`src/rtl/mix_unit_funnel.sv`:
```
// mix_unit_funnel: byte/half/word/dword funnel extractor with a small result FIFO.
// Pulls a field of 1/2/4/8 bytes, starting at any byte offset, out of the
// little-endian concatenation {operand_b_i, operand_a_i}. The field is sign- or
// zero-extended to XLEN. Results queue in a FIFO with a valid/ready writeback
// handshake and flush support.
// Optional feature macro: MIX_UNIT_PERF_CNT_EN enables the accepted-op counter
// on op_count_o. When the macro is undefined, op_count_o is tied to zero.
module mix_unit_funnel #(
  parameter  int XLEN          = 32,
  parameter  int TRANS_ID_BITS = 3,
  parameter  int FIFO_DEPTH    = 2,
  localparam int OFF_W         = $clog2(XLEN / 8)
) (
  input  logic                     clk_i,
  input  logic                     rst_ni,
  input  logic                     flush_i,
  input  logic                     valid_i,
  output logic                     ready_o,
  input  logic [XLEN-1:0]          operand_a_i,
  input  logic [XLEN-1:0]          operand_b_i,
  input  logic [OFF_W-1:0]         offset_i,
  input  logic [1:0]               size_i,
  input  logic                     sign_ext_i,
  input  logic [TRANS_ID_BITS-1:0] trans_id_i,
  output logic [XLEN-1:0]          result_o,
  output logic [TRANS_ID_BITS-1:0] trans_id_o,
  output logic                     valid_o,
  input  logic                     ready_i,
  output logic [31:0]              op_count_o
);

  localparam int PTR_W = (FIFO_DEPTH > 1) ? $clog2(FIFO_DEPTH) : 1;
  localparam int CNT_W = $clog2(FIFO_DEPTH + 1);
  localparam logic [PTR_W-1:0] PTR_LAST = PTR_W'(FIFO_DEPTH - 1);
  localparam logic [CNT_W-1:0] CNT_FULL = CNT_W'(FIFO_DEPTH);

  // ---------------- extraction datapath ----------------
  logic [2*XLEN-1:0] cat_w;
  logic [OFF_W+2:0]  shamt_w;
  logic [XLEN-1:0]   shifted_w;
  logic [1:0]        eff_size_w;
  logic [31:0]       width_w;
  logic              sign_bit_w;
  logic              fill_w;
  logic [XLEN-1:0]   extract_w;

  assign cat_w     = {operand_b_i, operand_a_i};
  assign shamt_w   = {offset_i, 3'b000};
  assign shifted_w = XLEN'(cat_w >> shamt_w);

  // Field width and its sign bit; a dword request on a 32-bit datapath is a word.
  always_comb begin
    eff_size_w = size_i;
    if ((XLEN == 32) && (size_i == 2'd3)) begin
      eff_size_w = 2'd2;
    end
    width_w = 32'd8 << eff_size_w;
    case (eff_size_w)
      2'd0:    sign_bit_w = shifted_w[7];
      2'd1:    sign_bit_w = shifted_w[15];
      2'd2:    sign_bit_w = shifted_w[31];
      default: sign_bit_w = shifted_w[XLEN-1];
    endcase
    fill_w = sign_ext_i & sign_bit_w;
  end

  // Bits inside the field pass through; bits above it take the extension fill.
  generate
    for (genvar gi = 0; gi < XLEN; gi++) begin : g_ext
      assign extract_w[gi] = (32'(gi) < width_w) ? shifted_w[gi] : fill_w;
    end
  endgenerate

  // ---------------- result FIFO ----------------
  logic [XLEN-1:0]          res_mem_q [FIFO_DEPTH];
  logic [TRANS_ID_BITS-1:0] id_mem_q  [FIFO_DEPTH];
  logic [PTR_W-1:0]         rd_ptr_q, rd_ptr_d;
  logic [PTR_W-1:0]         wr_ptr_q, wr_ptr_d;
  logic [CNT_W-1:0]         count_q, count_d;
  logic                     push_w;
  logic                     pop_w;

  // Flush hides the head immediately and always leaves the unit ready.
  assign valid_o    = (count_q != '0) && !flush_i;
  assign ready_o    = (count_q < CNT_FULL) || (valid_o && ready_i) || flush_i;
  assign push_w     = valid_i && ready_o && !flush_i;
  assign pop_w      = valid_o && ready_i;
  assign result_o   = res_mem_q[rd_ptr_q];
  assign trans_id_o = id_mem_q[rd_ptr_q];

  // Next pointer/count values; flush clears the queue and drops any accept.
  always_comb begin
    rd_ptr_d = rd_ptr_q;
    wr_ptr_d = wr_ptr_q;
    count_d  = count_q;
    if (flush_i) begin
      rd_ptr_d = '0;
      wr_ptr_d = '0;
      count_d  = '0;
    end else begin
      if (push_w) begin
        wr_ptr_d = (wr_ptr_q == PTR_LAST) ? '0 : wr_ptr_q + 1'b1;
      end
      if (pop_w) begin
        rd_ptr_d = (rd_ptr_q == PTR_LAST) ? '0 : rd_ptr_q + 1'b1;
      end
      case ({push_w, pop_w})
        2'b10:   count_d = count_q + 1'b1;
        2'b01:   count_d = count_q - 1'b1;
        default: count_d = count_q;
      endcase
    end
  end

  // FIFO state and storage; reset wins over flush and push.
  always_ff @(posedge clk_i) begin
    if (!rst_ni) begin
      rd_ptr_q <= '0;
      wr_ptr_q <= '0;
      count_q  <= '0;
      for (int i = 0; i < FIFO_DEPTH; i++) begin
        res_mem_q[i] <= '0;
        id_mem_q[i]  <= '0;
      end
    end else begin
      rd_ptr_q <= rd_ptr_d;
      wr_ptr_q <= wr_ptr_d;
      count_q  <= count_d;
      if (push_w) begin
        res_mem_q[wr_ptr_q] <= extract_w;
        id_mem_q[wr_ptr_q]  <= trans_id_i;
      end
    end
  end

`ifdef MIX_UNIT_PERF_CNT_EN
  logic [31:0] op_count_q;

  // Count every accepted op that survives a flush; only reset clears it.
  always_ff @(posedge clk_i) begin
    if (!rst_ni) begin
      op_count_q <= '0;
    end else if (push_w) begin
      op_count_q <= op_count_q + 32'd1;
    end
  end

  assign op_count_o = op_count_q;
`else
  assign op_count_o = '0;
`endif

endmodule

```
`config.mk`:
```
export PLATFORM = sky130hd
export DESIGN_NAME = mix_unit_funnel
export DESIGN_NICKNAME = d
export VERILOG_FILES = /design/src/rtl/mix_unit_funnel.sv
export SDC_FILE = /design/constraint.sdc
export NUM_CORES = 1
export LEC_CHECK = 0
export CAP_MARGIN = 20
export CORE_MARGIN = 8
export CORE_UTILIZATION = 40
export CTS_BUF_LIST = sky130_fd_sc_hd__clkbuf_4
export DETAILED_ROUTE_END_ITERATION = 16
export PLACE_DENSITY = 0.71
export SLEW_MARGIN = 15
export SYNTH_ARGS = -nofsm -noshare
export SYNTH_HDL_FRONTEND = slang
export SYNTH_SLANG_ARGS = --single-unit
```
`constraint.sdc`:
```
create_clock -name clk_i -period 4 [get_ports clk_i]
set_clock_uncertainty 0.2 [all_clocks]
set_input_delay 0.6 -clock clk_i [delete_from_list [all_inputs] [get_ports clk_i]]
set_output_delay 0.6 -clock clk_i [all_outputs]
set_load 0.05 [all_outputs]
```
Yosys cells after proc, flatten, opt, wreduce, memory -nomap -nowiden
Memories as Yosys holds them, arrays and structs flattened. A register that Yosys moved wholly into a read port is not among the register bits.
Index checks and enable logic that the tools add are counted.

word-level totals
  register bits after elaboration = 4
  output and inout port bits = 69
  logic and storage cells = 114
  memories kept = 2
  bits of input ports = 77
  RAM bits = 70

memories
  name       words  bits a word  rd ports  clocked after Yosys merged registers in  wr ports  line  RTL
  res_mem_q  2      32           1         1                                        2         75    logic [XLEN-1:0] res_mem_q [FIFO_DEPTH];
  id_mem_q   2      3            1         1                                        2         76    logic [TRANS_ID_BITS-1:0] id_mem_q [FIFO_DEPTH];

operators by class
  order comparisons = 33
  bitwise operators = 2
  mux-type cells = 51
  reductions and logical operators = 13
  $add $sub $neg = 4
  shift operators = 2
  equal/unequal tests = 4

operators with widths
  operator                                                    number
  less-than comparator 5 x 32 -> 1 bit, first input constant  16
  less-than comparator 4 x 32 -> 1 bit, first input constant  8
  less-than comparator 3 x 32 -> 1 bit, first input constant  4
  less-than comparator 1 x 32 -> 1 bit, first input constant  2
  less-than comparator 2 x 32 -> 1 bit, first input constant  2
  right shift 64 x 5 -> 32 bit                                1
  2-to-1 mux 1 bit                                            46
  2-to-1 mux 32 bit                                           1
  OR reduction 32 bit                                         1
  left shift 4 x 2 -> 32 bit, first input constant            1
  equality test 2 x 1 -> 1 bit, second input constant         2
  equality test 2 bit, second input constant                  2
  logical AND 1 bit                                           4
  one-hot mux 2 bit (2 select lines)                          1
  nonzero test 2 bit                                          2
  2-to-1 mux 3 bit                                            1
  OR reduction 3 bit                                          1
  adder 1 bit, second input constant                          2
  adder 2 x 1 -> 2 bit, second input constant                 1
  zero test 2 bit                                             1
  logical OR 1 bit                                            2
  less-than comparator 2 bit, second input constant           1
  2-to-1 mux 2 bit                                            1
  one-hot mux 1 bit (2 select lines)                          1
  other kinds (5)                                             5

Depth between registers and ports, before layout
Gate-level depths: netlist of run 1.

  word-level depth = 12
  gate-level depth with buffers = 6
  mapped depth without buffers = 6

Least setup slack after synthesis of run 1
No wires, ideal clock.

  kind = in2reg
  start = input port flush_i
  end = memory id_mem_q[1][0] (enable)
  path buffers = 1
  data required time = 3.301 ns
  stages = 5
  library setup time = 0.499 ns
  path slack = 1.094 ns
  arrival = 2.208 ns
  cells stage by stage = nor3b_1 > inv_1 > nand3_2 > buf_2 > nand2_1

RTL lines
  element             line  RTL
  start: declaration  16    input logic flush_i,
  end: declaration    76

==> results of run 1 <==
sequential cells by signal, summed over array words and instances, names as in the netlist, named ones only:
signal,cells
rd_ptr_q,1
count_q,2
wr_ptr_q,1
res_mem_q,64
id_mem_q,6
synthesized netlist by cell type, drive strengths merged (2+ instances only):
cell type / n
a21oi: 4
a221oi: 2
a22oi: 7
a31oi: 32
buf: 54
clkbuf: 5
dfxtp: 5
edfxtp: 70
inv: 8
mux2: 45
mux2i: 14
mux4: 24
nand2: 18
nand2b: 2
nor2: 39
nor2b: 3
nor3: 2
nor3b: 2
o21ai: 3
or3: 4
worst paths after layout:
check	startpoint	end	slack (ps)	cells after the start
min reg2reg	rd_ptr_q$_SDFFE_PP0P_	flop	310	2
min	rd_ptr_q$_SDFFE_PP0P_	flop	310	2
max reg2reg	count_q[1]$_SDFFE_PP0P_	res_mem_q[1][2]$_SDFFCE_PN0P_	1710	6
max	flop	result_o[9]	640	2
layer usage:
| metal | part of all wire, % | vias to the layer above |
|---|---|---|
| met5 | 0 | - |
| met4 | 1.8 | 0 |
| met3 | 8.7 | 15 |
| met2 | 50 | 155 |
| met1 | 40 | 1576 |
| li1 | - | 1489 |
cell usage in the layout (no fill, tap or decap), types with 2 or more instances in the layout:
master / count
a21oi_1: 4
a221oi_1: 2
a22oi_1: 7
a31oi_1: 32
buf_2: 2
buf_4: 8
bufinv_16: 4
clkbuf_4: 9
clkdlybuf4s50_1: 103
clkinvlp_4: 2
conb_1: 32
dfxtp_1: 4
edfxtp_1: 70
inv_1: 8
mux2_2: 44
mux2i_1: 14
mux4_2: 24
nand2_1: 18
nand2b_1: 2
nor2_1: 39
nor2b_1: 3
nor3_1: 2
o21ai_0: 3
or3_1: 4
per-stage QoR:
step | total power (W) | hold slack [ps] | cells
floorplan | 0.00128 | 280 | 388
global placement | 0.00142 | 294 | 585
detailed placement | 0.00142 | 300 | 585
CTS | 0.00207 | 317 | 601
global route | 0.00212 | 346 | 602
finish | 0.00205 | 308 | 602
kinds of logic (layout without fill, tap and decap cells):
kind of cell,after synthesis,count (layout),share of synthesized area [%]
compound gates,51,51,7.59
buf+inv,68,138,9.89
simple gates,76,76,7.70
flops,75,75,48.1
mux,83,83,26.0
other cells,1,33,0.0819
xor+xnor,2,2,0.382
fa+ha+maj,1,1,0.273
layout make-up:
type | count | area (um^2) | area share (%)
Sequential cell | 75 | 2200 | 38.2
Multi-Input combinational cell | 245 | 2040 | 35.4
Timing Repair Buffer | 113 | 1100 | 19.1
Tap cell | 143 | 179 | 3.10
Clock inverter | 7 | 140 | 2.43
Clock buffer | 9 | 67.6 | 1.17
Inverter | 9 | 33.8 | 0.586
Antenna cell | 1 | 2.50 | 0.0434
worst max-delay path, cell delays in order, from the launching register on:
cell	delay, ps
dfxtp_2	940
mux2_2	420
clkdlybuf4s50_1	760
power groups by stage:
stage | clock [W] | sequential [W] | combinational, W
3_5_place_dp | 0 | 0.000927 | 0.000498
6_report | 0.000647 | 0.000909 | 0.000497
3_3_place_gp | 0 | 0.000924 | 0.000492
5_1_grt | 0.000687 | 0.000913 | 0.000524
4_1_cts | 0.000657 | 0.000909 | 0.000500
2_1_floorplan | 0 | 0.000922 | 0.000357
==> flow_summary_export.csv, run 1 <==
group,metric,value,unit
placement,gp_congestion,0.746,
grt,met3_usage,3.42,%
sta,setup_viol,0,
floorplan,ioPinCount,146,
grt,antenna_found_initial,1,
sta,worst_slack,641,ps
pwr,p_int,0.00147,W
sta,rsz0062_at_grt,"false",
floorplan,start_util,40.5,%
clocking,clockBufferDepth,2,
pwr,switching_share,28.5,%
synth,yosysSeqAreaShare,48.1,%
clocking,htree_levels,3,
grt,grt_max_degree,37,
synth,synthCells,357,
synth,synth_edf_count,70,
placement,place_area,5560,um^2
clocking,clock-sinks,75,
sta,final_max_slew_viol_count,0,
placement,portBuffers,105,
routing,drtIter0Drc,254,
clocking,cts_hold_buf,0,
grt,grt-ovfl-total,0,
routing,drc,1,
cells_and_area,stdcell_area,5770,um^2
floorplan,fp-row-count,39,
grt,grt_pass1_vias,3542,
sta,setup-tns-final,0,ps
floorplan,dieArea,15100,um^2
grt,grt_use_met2,27.1,%
run,drv_cap,0,
pwr,powerDensity,356,nW/um^2
pwr,vdd_drop_max,0.000199,V
synth,netlist_area,4580,um^2
synth,synth_area_per_cell,12.8,um^2
grt,grt_pass1_wl,18.1,mm
run_status,status,"finished with violations",
cells_and_area,fill_cells,1015,
synth,synth_top_area_share,45.9,%
routing,ant_nets,0,
clocking,cts_tree,"built",
clocking,numCtsBuffers,9,
cells_and_area,areaGrowthSynthToFinish,25.9,%
pwr,clock_power_share,31.5,%
synth,async_reset_ff_share,0,%
routing,wl_per_cell,19.6,um
clocking,clkSlewWorstSetupHoldPaths,110,ps
worst_setup_path,cp-start-kind,"flop",
cells_and_area,fin_nets,531,
synth,synthTopCellsByArea,"edfxtp_1, mux4_2, mux2_2, buf_4, a31oi_1",
cells_and_area,drive_gt1_share,21.8,%
synth,synth.distinct_cells,38,
cells_and_area,fin_util,51.0,%
routing,finalWirelength,11.8,mm
placement,place_ws,840,ps
clocking,post_cts_buffers,0,
synth,yosys_warnings,0,
worst_setup_path,crit_type,"flop to output port",
grt,grt_usage,15.7,%
sta,finalHoldViolCount,0,
floorplan,core,11300,um^2
hold_path,hold_path_class,"flop to flop",
floorplan,fp.dieW,123,um
sta,slew_headroom,39.9,%
sta,period_needed,3360,ps
grt,use_met1,18.7,%
clocking,cts_root_buf,"clkbuf_4",
pwr,leakage,2.13,nW
routing,first_pass_iters,12,
routing,via_count,3235,
sta,tightestPinTransition,901,ps
synth,yosys.area.top_type,"edfxtp_1",
sta,period_share,84.0,%
clocking,insertion_delay,420,ps
floorplan,die_y,123,um
worst_setup_path,arrival,2560,ps
grt,busiest_layer,"met2",
placement,hpwlAfterDp,8.42,mm
sta,fmax,298,MHz
pwr,power_frac_comb,24.2,%
worst_setup_path,required,3200,ps
run_status,violations,"design-rule violations",
synth,ys_seq_elements,75,
pwr,switching_power,0.000585,W
worst_setup_path,end_kind,"output port",
clocking,ctsResizeCount,0,
worst_setup_path,critPathMaxFanout,35,
synth,synthFlopType,"edfxtp_1",
routing,vias_per_cell,5.37,
pwr,pwr-share-seq,44.3,%
(Power assumes the default switching activity.)
==> inputs of run 2 (changes only) <==
==> constraint.sdc (replaced) <==
create_clock -name clk_i -period 3.4 [get_ports clk_i]
set_clock_uncertainty 0.2 [all_clocks]
set_input_delay 0.51 -clock clk_i [delete_from_list [all_inputs] [get_ports clk_i]]
set_output_delay 0.51 -clock clk_i [all_outputs]
set_load 0.05 [all_outputs]
==> run 2 against run 1 <==
  * The flow now finishes without violations
  * Sequential cell count is the same
  * Combinational power grew 19%
  * Sequential share of layout area grew 0.16 points
  * Worst setup slack lost 280 ps
==> flow_summary_export.csv, run 2 (synthesis gave the netlist of run 1 again) <==
group,metric,value,unit
clocking,cts_root_buf,"clkbuf_4",
pwr,vdd_drop_max,0.000162,V
placement,gp_congestion,0.791,
clocking,clkSlewWorstSetupHoldPaths,120,ps
worst_setup_path,cp-start-kind,"flop",
cells_and_area,multi_input_area,2040,um^2
worst_setup_path,rr_startpoint,"count_q[1]$_SDFFE_PP0P_",
worst_setup_path,crit_slowest_cell,"clkdlybuf4s50_1",
floorplan,start_util,40.5,%
floorplan,die_y,123,um
sta,setup-tns-final,0,ps
placement,portBuffers,105,
sta,slew_headroom,52.5,%
routing,ant_nets,0,
floorplan,dieArea,15100,um^2
sta,finalHoldViolCount,0,
worst_setup_path,crit_type,"flop to output port",
cells_and_area,largestRegisters,"res_mem_q x64, id_mem_q x6, count_q x2",
pwr,powerDensity,393,nW/um^2
worst_setup_path,required,2690,ps
sta,period_needed,3040,ps
cells_and_area,regMostFlops,"res_mem_q",
grt,grt_usage,15.6,%
cells_and_area,areaGrowthSynthToFinish,25.4,%
routing,vias_per_cell,5.40,
grt,grt-ovfl-total,0,
sta,tightestPinTransition,709,ps
floorplan,fp-row-count,39,
run,drv_cap,0,
run_status,status,"complete, no violations",
grt,grt_pass1_wl,18.0,mm
cells_and_area,fill_cells,1011,
floorplan,core,11300,um^2
clocking,clock-sinks,75,
sta,fmax,329,MHz
clocking,cts_tree,"built",
routing,drc,0,
worst_setup_path,end_kind,"output port",
floorplan,ioPinCount,146,
sta,rsz0062_at_grt,"false",
clocking,numCtsBuffers,9,
cells_and_area,drive_gt1_share,22.0,%
cells_and_area,regArea,2200,um^2
hold_path,min_from,"rd_ptr_q$_SDFFE_PP0P_",
worst_setup_path,critPathMaxFanout,35,
grt,grt_pass1_vias,3457,
sta,hold_ws,342,ps
placement,hpwlAfterDp,8.48,mm
routing,finalWirelength,12.0,mm
grt,antenna_found_initial,1,
clocking,cts_hold_buf,0,
clocking,post_cts_buffers,0,
cells_and_area,largest_reg_flops,64,
sta,final_max_slew_viol_count,0,
worst_setup_path,arrival,2330,ps
cells_and_area,fin_nets,533,
sta,setup_viol,0,
clocking,htree_levels,3,
hold_path,hold_path_class,"flop to flop",
grt,grt_max_degree,36,
sta,period_share,89.3,%
floorplan,fp.dieW,123,um
routing,first_pass_iters,5,
pwr,leakage,2.13,nW
routing,wl_per_cell,19.8,um
clocking,ctsResizeCount,0,
worst_setup_path,worstPathCellList,"buf_4 > mux2_2 > clkdlybuf4s50_1",
worst_setup_path,cp_slowest_stage_delay,750,ps
clocking,insertion_delay,400,ps
routing,via_count,3263,
cells_and_area,fin_util,50.8,%
routing,drtIter0Drc,210,
cells_and_area,layout_commonest_cell,"clkdlybuf4s50_1",
cells_and_area,final_cell_mix,"clkdlybuf4s50_1, edfxtp_1, mux2_2",
clocking,clockBufferDepth,2,
==> run 2: layout make-up <==
type                    instances  share of cell area (%)
clock buffers                  10                    1.31
clock inverters                 6                    1.42
repair buffers                115                    19.6
well taps                     143                    3.11
multi-input cells             245                    35.5
diodes                          1                  0.0436
inverters                       9                   0.588
flip-flops and latches         75                    38.3
==> run 2: worst paths after layout <==
path	to	slack (ps)	cells after the start
hold / removal	flop	340	2
hold reg to reg	flop	340	2
setup / recovery	result_o[9]	360	3
setup reg to reg	res_mem_q[1][17]$_SDFFCE_PN0P_	1430	5
==> run 2: through the flow <==
stage / area, um^2 / power (W) / setup slack (ps) / instances
after floorplan: 4700 / 0.00150 / 584 / 388
after global placement: 5590 / 0.00167 / 522 / 587
after detailed placement: 5590 / 0.00168 / 433 / 587
after CTS: 5740 / 0.00227 / 321 / 603
after global routing: 5750 / 0.00234 / 273 / 604
final: 5750 / 0.00226 / 364 / 604
==> run 2: where the power goes <==
part           internal, W  switching, W
sequential         0.00106     0.0000118
clock             0.000302      0.000302
combinational     0.000229      0.000360
total              0.00159      0.000674
==> run 2: layer usage <==
metal / routed length [um] / GRT usage [%] / vias up
li1: - / - / 1500
met1: 4970 / 19.4 / 1579
met2: 5860 / 26.0 / 170
met3: 905 / 2.92 / 14
met4: 223 / 6.85 / 0
met5: 0 / 0 / -
==> run 2: worst max-delay path: cells and delay by family (launching register included) <==
| family | cells | cell delay (ps) |
|---|---|---|
| muxes | 1 | 400 |
| DFF | 1 | 330 |
| buffers and inverters | 2 | 1160 |
